==> src/rtl/mp1_wbuf_pkg.sv <==
// Shared types for the mp1 posted-write buffer: one queued CPU write and the drain/read FSM states.
package mp1_wbuf_pkg;

   typedef struct packed {
      logic [15:0] addr;
      logic [15:0] data;
      logic [1:0]  be;
   } wbuf_entry_t;

   typedef enum logic [1:0] {
      IDLE  = 2'd0,
      DRAIN = 2'd1,
      READ  = 2'd2,
      RDONE = 2'd3
   } wbuf_state_t;

endpackage

==> src/rtl/wbuf_fifo.sv <==
// Circular buffer of queued writes; push-when-full and pop-when-empty are silently dropped.
module wbuf_fifo
   import mp1_wbuf_pkg::*;
#(
   parameter int DEPTH = 4
) (
   input  logic                     clk,
   input  logic                     rst,
   input  logic                     i_push,
   input  wbuf_entry_t              i_data,
   input  logic                     i_pop,
   output logic                     o_full,
   output logic                     o_empty,
   output logic [$clog2(DEPTH):0]   o_count,
   output wbuf_entry_t              o_head
);

   localparam int AW = $clog2(DEPTH);
   localparam logic [AW-1:0] PTR_ONE  = AW'(1);
   localparam logic [AW:0]   CNT_ONE  = (AW+1)'(1);
   localparam logic [AW:0]   CNT_FULL = (AW+1)'(DEPTH);

   logic [AW-1:0] r_head;
   logic [AW-1:0] r_tail;
   logic [AW:0]   r_count;
   wbuf_entry_t   r_mem [DEPTH];
   logic          w_doPush;
   logic          w_doPop;

   assign o_full   = (r_count == CNT_FULL);
   assign o_empty  = (r_count == '0);
   assign o_count  = r_count;
   assign o_head   = r_mem[r_head];
   assign w_doPush = i_push & ~o_full;
   assign w_doPop  = i_pop & ~o_empty;

   // Pointers wrap naturally because DEPTH is a power of two.
   always_ff @(posedge clk) begin
      if (rst) begin
         r_head  <= '0;
         r_tail  <= '0;
         r_count <= '0;
      end else begin
         if (w_doPush) r_tail <= r_tail + PTR_ONE;
         if (w_doPop)  r_head <= r_head + PTR_ONE;
         if (w_doPush && !w_doPop)      r_count <= r_count + CNT_ONE;
         else if (w_doPop && !w_doPush) r_count <= r_count - CNT_ONE;
      end
   end

   always_ff @(posedge clk) begin
      if (w_doPush) r_mem[r_tail] <= i_data;
   end

endmodule

==> src/rtl/mp1_write_buffer.sv <==
// Posted-write buffer: CPU writes are acked once queued and drained to memory in order;
// reads go to memory only once the queue is empty, which keeps read-after-write ordering.
module mp1_write_buffer
   import mp1_wbuf_pkg::*;
#(
   parameter int DEPTH = 4
) (
   input  logic        clk,
   input  logic        rst,
   input  logic        cpu_read,
   input  logic        cpu_write,
   input  logic [1:0]  cpu_byte_enable,
   input  logic [15:0] cpu_address,
   input  logic [15:0] cpu_wdata,
   output logic        cpu_resp,
   output logic [15:0] cpu_rdata,
   output logic        mem_read,
   output logic        mem_write,
   output logic [1:0]  mem_byte_enable,
   output logic [15:0] mem_address,
   output logic [15:0] mem_wdata,
   input  logic        mem_resp,
   input  logic [15:0] mem_rdata
);

   localparam int CW = $clog2(DEPTH) + 1;

   wbuf_state_t r_state;
   logic        r_cpuResp;
   logic [15:0] r_cpuRdata;
   logic        r_memRead;
   logic        r_memWrite;
   logic [1:0]  r_memBe;
   logic [15:0] r_memAddr;
   logic [15:0] r_memWdata;

   logic          w_full;
   logic          w_empty;
   logic [CW-1:0] w_count;
   wbuf_entry_t   w_head;
   wbuf_entry_t   w_pushEntry;
   logic          w_accept;
   logic          w_pop;

   // The ~r_cpuResp term stops a still-held cpu_write from being queued twice.
   assign w_accept    = cpu_write & ~r_cpuResp & ~w_full;
   assign w_pop       = (r_state == DRAIN) & mem_resp;
   assign w_pushEntry = '{addr: cpu_address, data: cpu_wdata, be: cpu_byte_enable};

   wbuf_fifo #(.DEPTH(DEPTH)) uFifo (
      .clk     (clk),
      .rst     (rst),
      .i_push  (w_accept),
      .i_data  (w_pushEntry),
      .i_pop   (w_pop),
      .o_full  (w_full),
      .o_empty (w_empty),
      .o_count (w_count),
      .o_head  (w_head)
   );

   // Every mem_* output is a register, so the drop back to IDLE after each drain
   // guarantees the memory sees mem_write low between consecutive writes.
   always_ff @(posedge clk) begin
      if (rst) begin
         r_state    <= IDLE;
         r_cpuResp  <= 1'b0;
         r_cpuRdata <= '0;
         r_memRead  <= 1'b0;
         r_memWrite <= 1'b0;
         r_memBe    <= '0;
         r_memAddr  <= '0;
         r_memWdata <= '0;
      end else begin
         r_cpuResp <= w_accept;
         case (r_state)
            IDLE: begin
               if (!w_empty) begin
                  r_state    <= DRAIN;
                  r_memWrite <= 1'b1;
                  r_memAddr  <= w_head.addr;
                  r_memWdata <= w_head.data;
                  r_memBe    <= w_head.be;
               end else if (w_count == '0 && cpu_read && !cpu_write && !r_cpuResp) begin
                  r_state   <= READ;
                  r_memRead <= 1'b1;
                  r_memAddr <= cpu_address;
                  r_memBe   <= 2'b11;
               end
            end
            DRAIN: begin
               if (mem_resp) begin
                  r_state    <= IDLE;
                  r_memWrite <= 1'b0;
                  r_memAddr  <= '0;
                  r_memWdata <= '0;
                  r_memBe    <= '0;
               end
            end
            READ: begin
               if (mem_resp) begin
                  r_state    <= RDONE;
                  r_cpuRdata <= mem_rdata;
                  r_cpuResp  <= 1'b1;
                  r_memRead  <= 1'b0;
                  r_memAddr  <= '0;
                  r_memBe    <= '0;
               end
            end
            RDONE: begin
               r_state <= IDLE;
            end
            default: r_state <= IDLE;
         endcase
      end
   end

   assign cpu_resp        = r_cpuResp;
   assign cpu_rdata       = r_cpuRdata;
   assign mem_read        = r_memRead;
   assign mem_write       = r_memWrite;
   assign mem_byte_enable = r_memBe;
   assign mem_address     = r_memAddr;
   assign mem_wdata       = r_memWdata;

endmodule

==> config.mk <==
export PLATFORM = sky130hd
export DESIGN_NAME = mp1_write_buffer
export DESIGN_NICKNAME = d
export VERILOG_FILES = /design/src/rtl/mp1_wbuf_pkg.sv /design/src/rtl/wbuf_fifo.sv /design/src/rtl/mp1_write_buffer.sv
export SDC_FILE = /design/constraint.sdc
export NUM_CORES = 1
export LEC_CHECK = 0
export ABC_AREA = 1
export BUFFER_PORTS_ARGS = -buffer_cell sky130_fd_sc_hd__buf_2
export CORE_ASPECT_RATIO = 1.1
export CORE_MARGIN = 4
export CORE_UTILIZATION = 45
export CTS_BUF_LIST = sky130_fd_sc_hd__clkbuf_16
export DETAILED_ROUTE_END_ITERATION = 10
export GPL_TIMING_DRIVEN = 0
export PLACE_DENSITY_LB_ADDON = 0.12
export SLEW_MARGIN = 25
export SYNTH_ARGS = -nofsm -noshare
export SYNTH_HDL_FRONTEND = slang
export SYNTH_SLANG_ARGS = --single-unit
==> constraint.sdc <==
create_clock -name clk -period 3.1 [get_ports clk]
set_clock_uncertainty 0.15 [all_clocks]
set_input_delay 0.62 -clock clk [delete_from_list [all_inputs] [get_ports clk]]
set_output_delay 0.62 -clock clk [all_outputs]
set_load 0.03 [all_outputs]
# Word level (Yosys, flattened, before mapping)
# Memory sizes are Yosys's and may differ from the RTL's. A register that Yosys moved wholly into a read port is not among the register bits.
# Index checks and enable logic that the tools add are counted.
# Widths: inputs -> output; s select.
# totals
reg_bits,62
mem_bits_rw,136
input_bits,55
wordCells,84
memories,1
# classes
addsub,4
eq_ne,11
muxes,28
n_bitwise,8
reduce_logical,21
# memory_table
name,depth,width,read_ports,rd_clocked_by_memory_dff,wr,line_no,rtl
uFifo.r_mem,4,34,1,1,1,wbuf_fifo.sv:26,wbuf_entry_t r_mem [DEPTH];
# op_table
operator,n
$mux 16,4
$pmux 16 s2,2
$mux 2,8
$reduce_and 3->1,3
$mux 1,8
$ne 2x2->1 const B,4
$pmux 2 s4,1
$reduce_bool 2->1,4
$mux 3,2
$and 1x1->1,5
$logic_and 1x1->1,5
$add 2x1->2 const B,2
$eq 2x2->1 const B,2
$logic_not 1->1,4
$ne 2x1->1 const B,2
$pmux 1 s2,2
$pmux 2 s2,1
$reduce_and 4->1,1
$add 3x1->3 const B,1
$eq 3x3->1 const B,1
$logic_not 3->1,1
$ne 3x3->1 const B,1
$not 1->1,3
$sub 3x1->3 const B,1
4 further kinds,4

# Depth between registers and ports, before layout
# depth
depth_word,8
ltp_mapped,11
depth_no_buf,11

# Modules after synthesis
# Synthesis repeated with hierarchy kept, for this count alone.
# hier_totals
hier_cells,734
area_unflattened_um2,8106.5
# by_module_without_submodules
module,n_inst,cells_each,area_per_inst_um2,seq_area_each_um2
wbuf_fifo,1,399,5735.5,4264.1
mp1_write_buffer,1,335,2371.0,1101.1

# Least setup slack after synthesis
# No wires, ideal clock.
# synth_timing
path_type,input to register
start,in cpu_write
end,"mem uFifo.r_mem[0][0] in the netlist's numbering, enable pin"
setup_ns,0.425
arrival_ns,2.328
slack_ns,0.196
cell_stages,2
n_path_buf,0
cell_sequence,nand3_1 > nor2_1
# synth_via
elab_chain_cells,5
# synth_lines
item,line_no,rtl
"start, declared",mp1_write_buffer.sv:11,"input logic cpu_write,"
$and 1x1->1 (2 in series),mp1_write_buffer.sv:46,assign w_accept = cpu_write & ~r_cpuResp & ~w_full;
$and 1x1->1,wbuf_fifo.sv:34,assign w_doPush = i_push & ~o_full;
$mux 1,wbuf_fifo.sv:52,if (w_doPush) r_mem[r_tail] <= i_data;
$mux 1 (not written as such),wbuf_fifo.sv:52,
"end, declared",wbuf_fifo.sv:26,
# No other way between the ends.

# Final worst setup path
# layout_timing
start,"reg uFifo.r_count[0], in the netlist uFifo.o_count[0]"
end,"reg uFifo.r_count[2], in the netlist uFifo.o_count[2]"
# layout_via
elab_chain_cells,7
elab_cells_between_ends,16
cone_classes,2 x add/sub; 1 x eq/ne; 2 x mux; 5 x bitwise; 6 x reduce/logical
# layout_lines
item,line_no,rtl
"start, declared",wbuf_fifo.sv:25,logic [AW:0] r_count;
"start signal, assigned",wbuf_fifo.sv:46,if (w_doPush && !w_doPop) r_count <= r_count + CNT_ONE;
"start signal, assigned",wbuf_fifo.sv:47,else if (w_doPop && !w_doPush) r_count <= r_count - CNT_ONE;
$eq 3x3->1 *,wbuf_fifo.sv:30,assign o_full = (r_count == CNT_FULL);
$not 1->1 *,"wbuf_fifo.sv:34, mp1_write_buffer.sv:46",
$and 1x1->1,mp1_write_buffer.sv:46,
$and 1x1->1 *,wbuf_fifo.sv:34,
net uFifo.w_doPush,wbuf_fifo.sv:27,logic w_doPush;
$logic_not 1->1,wbuf_fifo.sv:47,
$logic_and 1x1->1,wbuf_fifo.sv:47,
$reduce_bool 2->1 (no line),-,
# Mark *: on every way through the listed nets, which the timed path passes. The rest lies on a longest branch. The select of a mux whose other input is x is not followed.
# A chain may end at the register's enable or synchronous reset.

==> results.sh <==
export IMPL_outcome="complete, no violations"
export IMPL_crit_type="reg -> reg"
export IMPL_drtAntennaViolNets=0
export IMPL_period_share_pct=84.1
export IMPL_rsz0062_at_grt="no"
export IMPL_powerDensity_mw_per_mm2=841
export IMPL_synthToLayoutAreaGrowth_pct=19.5
export IMPL_drcViolationCount=0
export IMPL_fin_area_mm2=0.00963
export IMPL_leakage_nw=3.94
export IMPL_syn_cell_area_mm2=0.00806
export IMPL_utilization_pct=54.5
export IMPL_clock_latency_ps=430
export IMPL_tightest_slew_ps=702
export IMPL_fmax_mhz=383
export IMPL_crit_start="uFifo.o_count[0]$_SDFFE_PP0P_"
export IMPL_top_layer_used="met4"
export IMPL_synth_area_leaders="edfxtp_1 51%, dfxtp_1 16%, nand2_1 6.1%, nand3_1 4.5%, inv_1 4.1%"
export IMPL_wl_met2_um=9600
export IMPL_die_h_um=148
export IMPL_met3_length_um=765
export IMPL_grt_overflow_total=0
export IMPL_holdCritPathClass="in -> reg"
export IMPL_fillers=1648
export IMPL_dp_cells=1124
export IMPL_nNetsFinal=970
export IMPL_netlist_instances=774
export IMPL_reg2reg_from="uFifo.o_count[0]$_SDFFE_PP0P_"
export IMPL_cts_buffers=17
export IMPL_syn_nets=839
export IMPL_ys_warn_count=0
export IMPL_pwr_share_comb_pct=30.4
export IMPL_fin_crit_ps=2610
export IMPL_p_int_mw=5.26
export IMPL_worst_path_max_fanout=10
export IMPL_cp_endpoint="uFifo.o_count[2]$_SDFFE_PP0P_"
export IMPL_cap_violations=0
export IMPL_swShare_pct=35.1
export IMPL_row_count=51
export IMPL_syn_avg_cell_area_um2=10.4
export IMPL_gp_congestion=0.740
export IMPL_place_hpwl_um=12400
export IMPL_dr_pass1_iters=5
export IMPL_cp_required_ps=3270
export IMPL_grt_max_degree=22
export IMPL_pwr_share_seq_pct=42.2
export IMPL_cts_root_buffer="clkbuf_16"
export IMPL_io_pins=108
export IMPL_power_total_mw=8.10
export IMPL_cts_path_max_buffers=2
export IMPL_io_buffer_count=107
export IMPL_r2r_slack_ps=490
export IMPL_vdd_drop_max_v=0.000406
export IMPL_rr_endpoint="uFifo.o_count[2]$_SDFFE_PP0P_"
export IMPL_synth_distinct_cells=27
export IMPL_slew_viol_final=0
export IMPL_routed_wl_um=18400
export IMPL_post_drt_wl_per_cell_um=15.9
export IMPL_crit_path_end_kind="flip-flop"
export IMPL_drive_above_1_share_pct=21.6
export IMPL_grt_pass1_vias=5414
export IMPL_r2r_worst_path_cells=11
export IMPL_synth_seq_cells=200
export IMPL_final_cell_mix="136 x edfxtp_1, 131 x nand2_1, 114 x buf_2, 89 x inv_1, 76 x nor2_1"
export IMPL_yosysTopAreaCell="edfxtp_1"
export IMPL_htreeDepth=4
export IMPL_p_clk_share_pct=27.4
export IMPL_multi_input_area_mm2=0.00217
export IMPL_cp_arrival_ps=2770
export IMPL_fin_tns_setup_ps=0
export IMPL_switching_power_mw=2.84
export IMPL_grt_antenna_before_repair=0
export IMPL_antenna_cells=0
export IMPL_slew_headroom_pct=53.2
export IMPL_vias=5637
export IMPL_setup_viol=0
export IMPL_initialDrtViolationCount=419
export IMPL_post_cts_resized=0
export IMPL_dieArea_mm2=0.0201
export IMPL_netlist_area_leader_share_pct=50.7
export IMPL_hold_viol_final=0
export IMPL_regArea_mm2=0.00537
export IMPL_postPlaceCellArea_mm2=0.00904
export IMPL_grt_pass1_wl_um=28900
export IMPL_mostFrequentLayoutCell="edfxtp_1"
export IMPL_coreArea_mm2=0.0177
export IMPL_cts_sinks=200
export IMPL_grt_total_usage_pct=18.9
export IMPL_cts_setup_buffers=0
export IMPL_crit_path_start_kind="flip-flop"
export IMPL_clk_pin_slew_worst_paths_ps=70
export IMPL_drt_met1_wl_um=7720
export IMPL_ys_seq_area_share_pct=66.5
export IMPL_fin_cells=1156
export IMPL_cts_tree="yes"
export IMPL_drt_vias_per_instance=4.88
export IMPL_initial_core_util_pct=45.6
export IMPL_chipWidth_um=136
export IMPL_cts_hold_buffers=0
==> metal layers <==
layer,up-vias,global-route usage (%)
met5,-,0
met4,0,5.70
met3,25,3.38
met2,112,32.9
met1,2658,24.0
li1,2842,-
==> synthesized netlist by cell type (all sizes together) <==
cell and n:
edfxtp 136, nand2 132, inv 93, nor2 84, nand3 73, dfxtp 64, o21ai 63, a21oi 47
buf 19, clkbuf 19, o22ai 16, or2 16, ha 9, fa 1, nor3 1, o211ai 1
==> how the worst min path moves through the flow <==
stage	from	to	slack (ps)	cells past startpoint
floorplan	uFifo.r_head[1]$_SDFFE_PP0P_	flip-flop	280	2
global placement	mem_address[6]$_SDFFE_PP0P_	mem_address[6]$_SDFFE_PP0P_	300	2
detailed placement	mem_address[1]$_SDFFE_PP0P_	mem_address[1]$_SDFFE_PP0P_	300	2
CTS	cpu_wdata[15]	uFifo.r_mem[2][17]$_DFFE_PP_	240	1
global route	cpu_wdata[1]	uFifo.r_mem[0][3]$_DFFE_PP_	240	1
finish	cpu_wdata[10]	uFifo.r_mem[1][12]$_DFFE_PP_	250	1
==> power by group through the flow <==
stage	Sequential [mW]	Combinational (mW)	Clock (mW)
2_1_floorplan	3.87	1.30	0
3_3_place_gp	3.50	2.42	0
3_5_place_dp	3.48	2.50	0
4_1_cts	3.43	2.51	2.26
5_1_grt	3.46	2.74	2.36
6_report	3.42	2.46	2.22
==> per-stage QoR <==
step	setup WS (ps)	hold WS, ps
global placement	-1420	297
CTS	493	242
detailed placement	350	302
finish	492	252
floorplan	196	283
global route	190	244
==> area by class of cell <==
| class | count | area share [%] |
|---|---|---|
| inverter | 93 | 3.62 |
| sequential | 200 | 55.7 |
| timing repair buffer | 112 | 6.75 |
| multi-input combinational | 443 | 22.5 |
| tap | 238 | 3.09 |
| clock buffer | 17 | 4.42 |
| buffer | 38 | 2.16 |
| clock inverter | 15 | 1.73 |
==> state kept, by name, summed over array words and instances, names as in the netlist, 3 cells and up, named ones only <==
signal / flops
uFifo.r_mem: 136
cpu_rdata: 16
mem_address: 16
mem_wdata: 16
uFifo.o_count: 3
==> critical path, cell delays in order (launching register included) <==
cell and delay, ps:
dfxtp_1 450, nor2_4 80, nand2_1 60, nand3_1 420
inv_1 170, ha_1 160, inv_1 70, fa_1 450
a21oi_1 150, o21ai_0 120, o21ai_0 170, a21oi_1 50
==> cells by family after synthesis <==
group | synth area share, %
buffers and inverters | 6.91
and+or+nand+nor | 16.4
AOI/OAI and AO/OA | 8.55
adders and majority gates | 1.64
DFF | 66.5
Note: power is estimated with default switching activity, not from simulation.
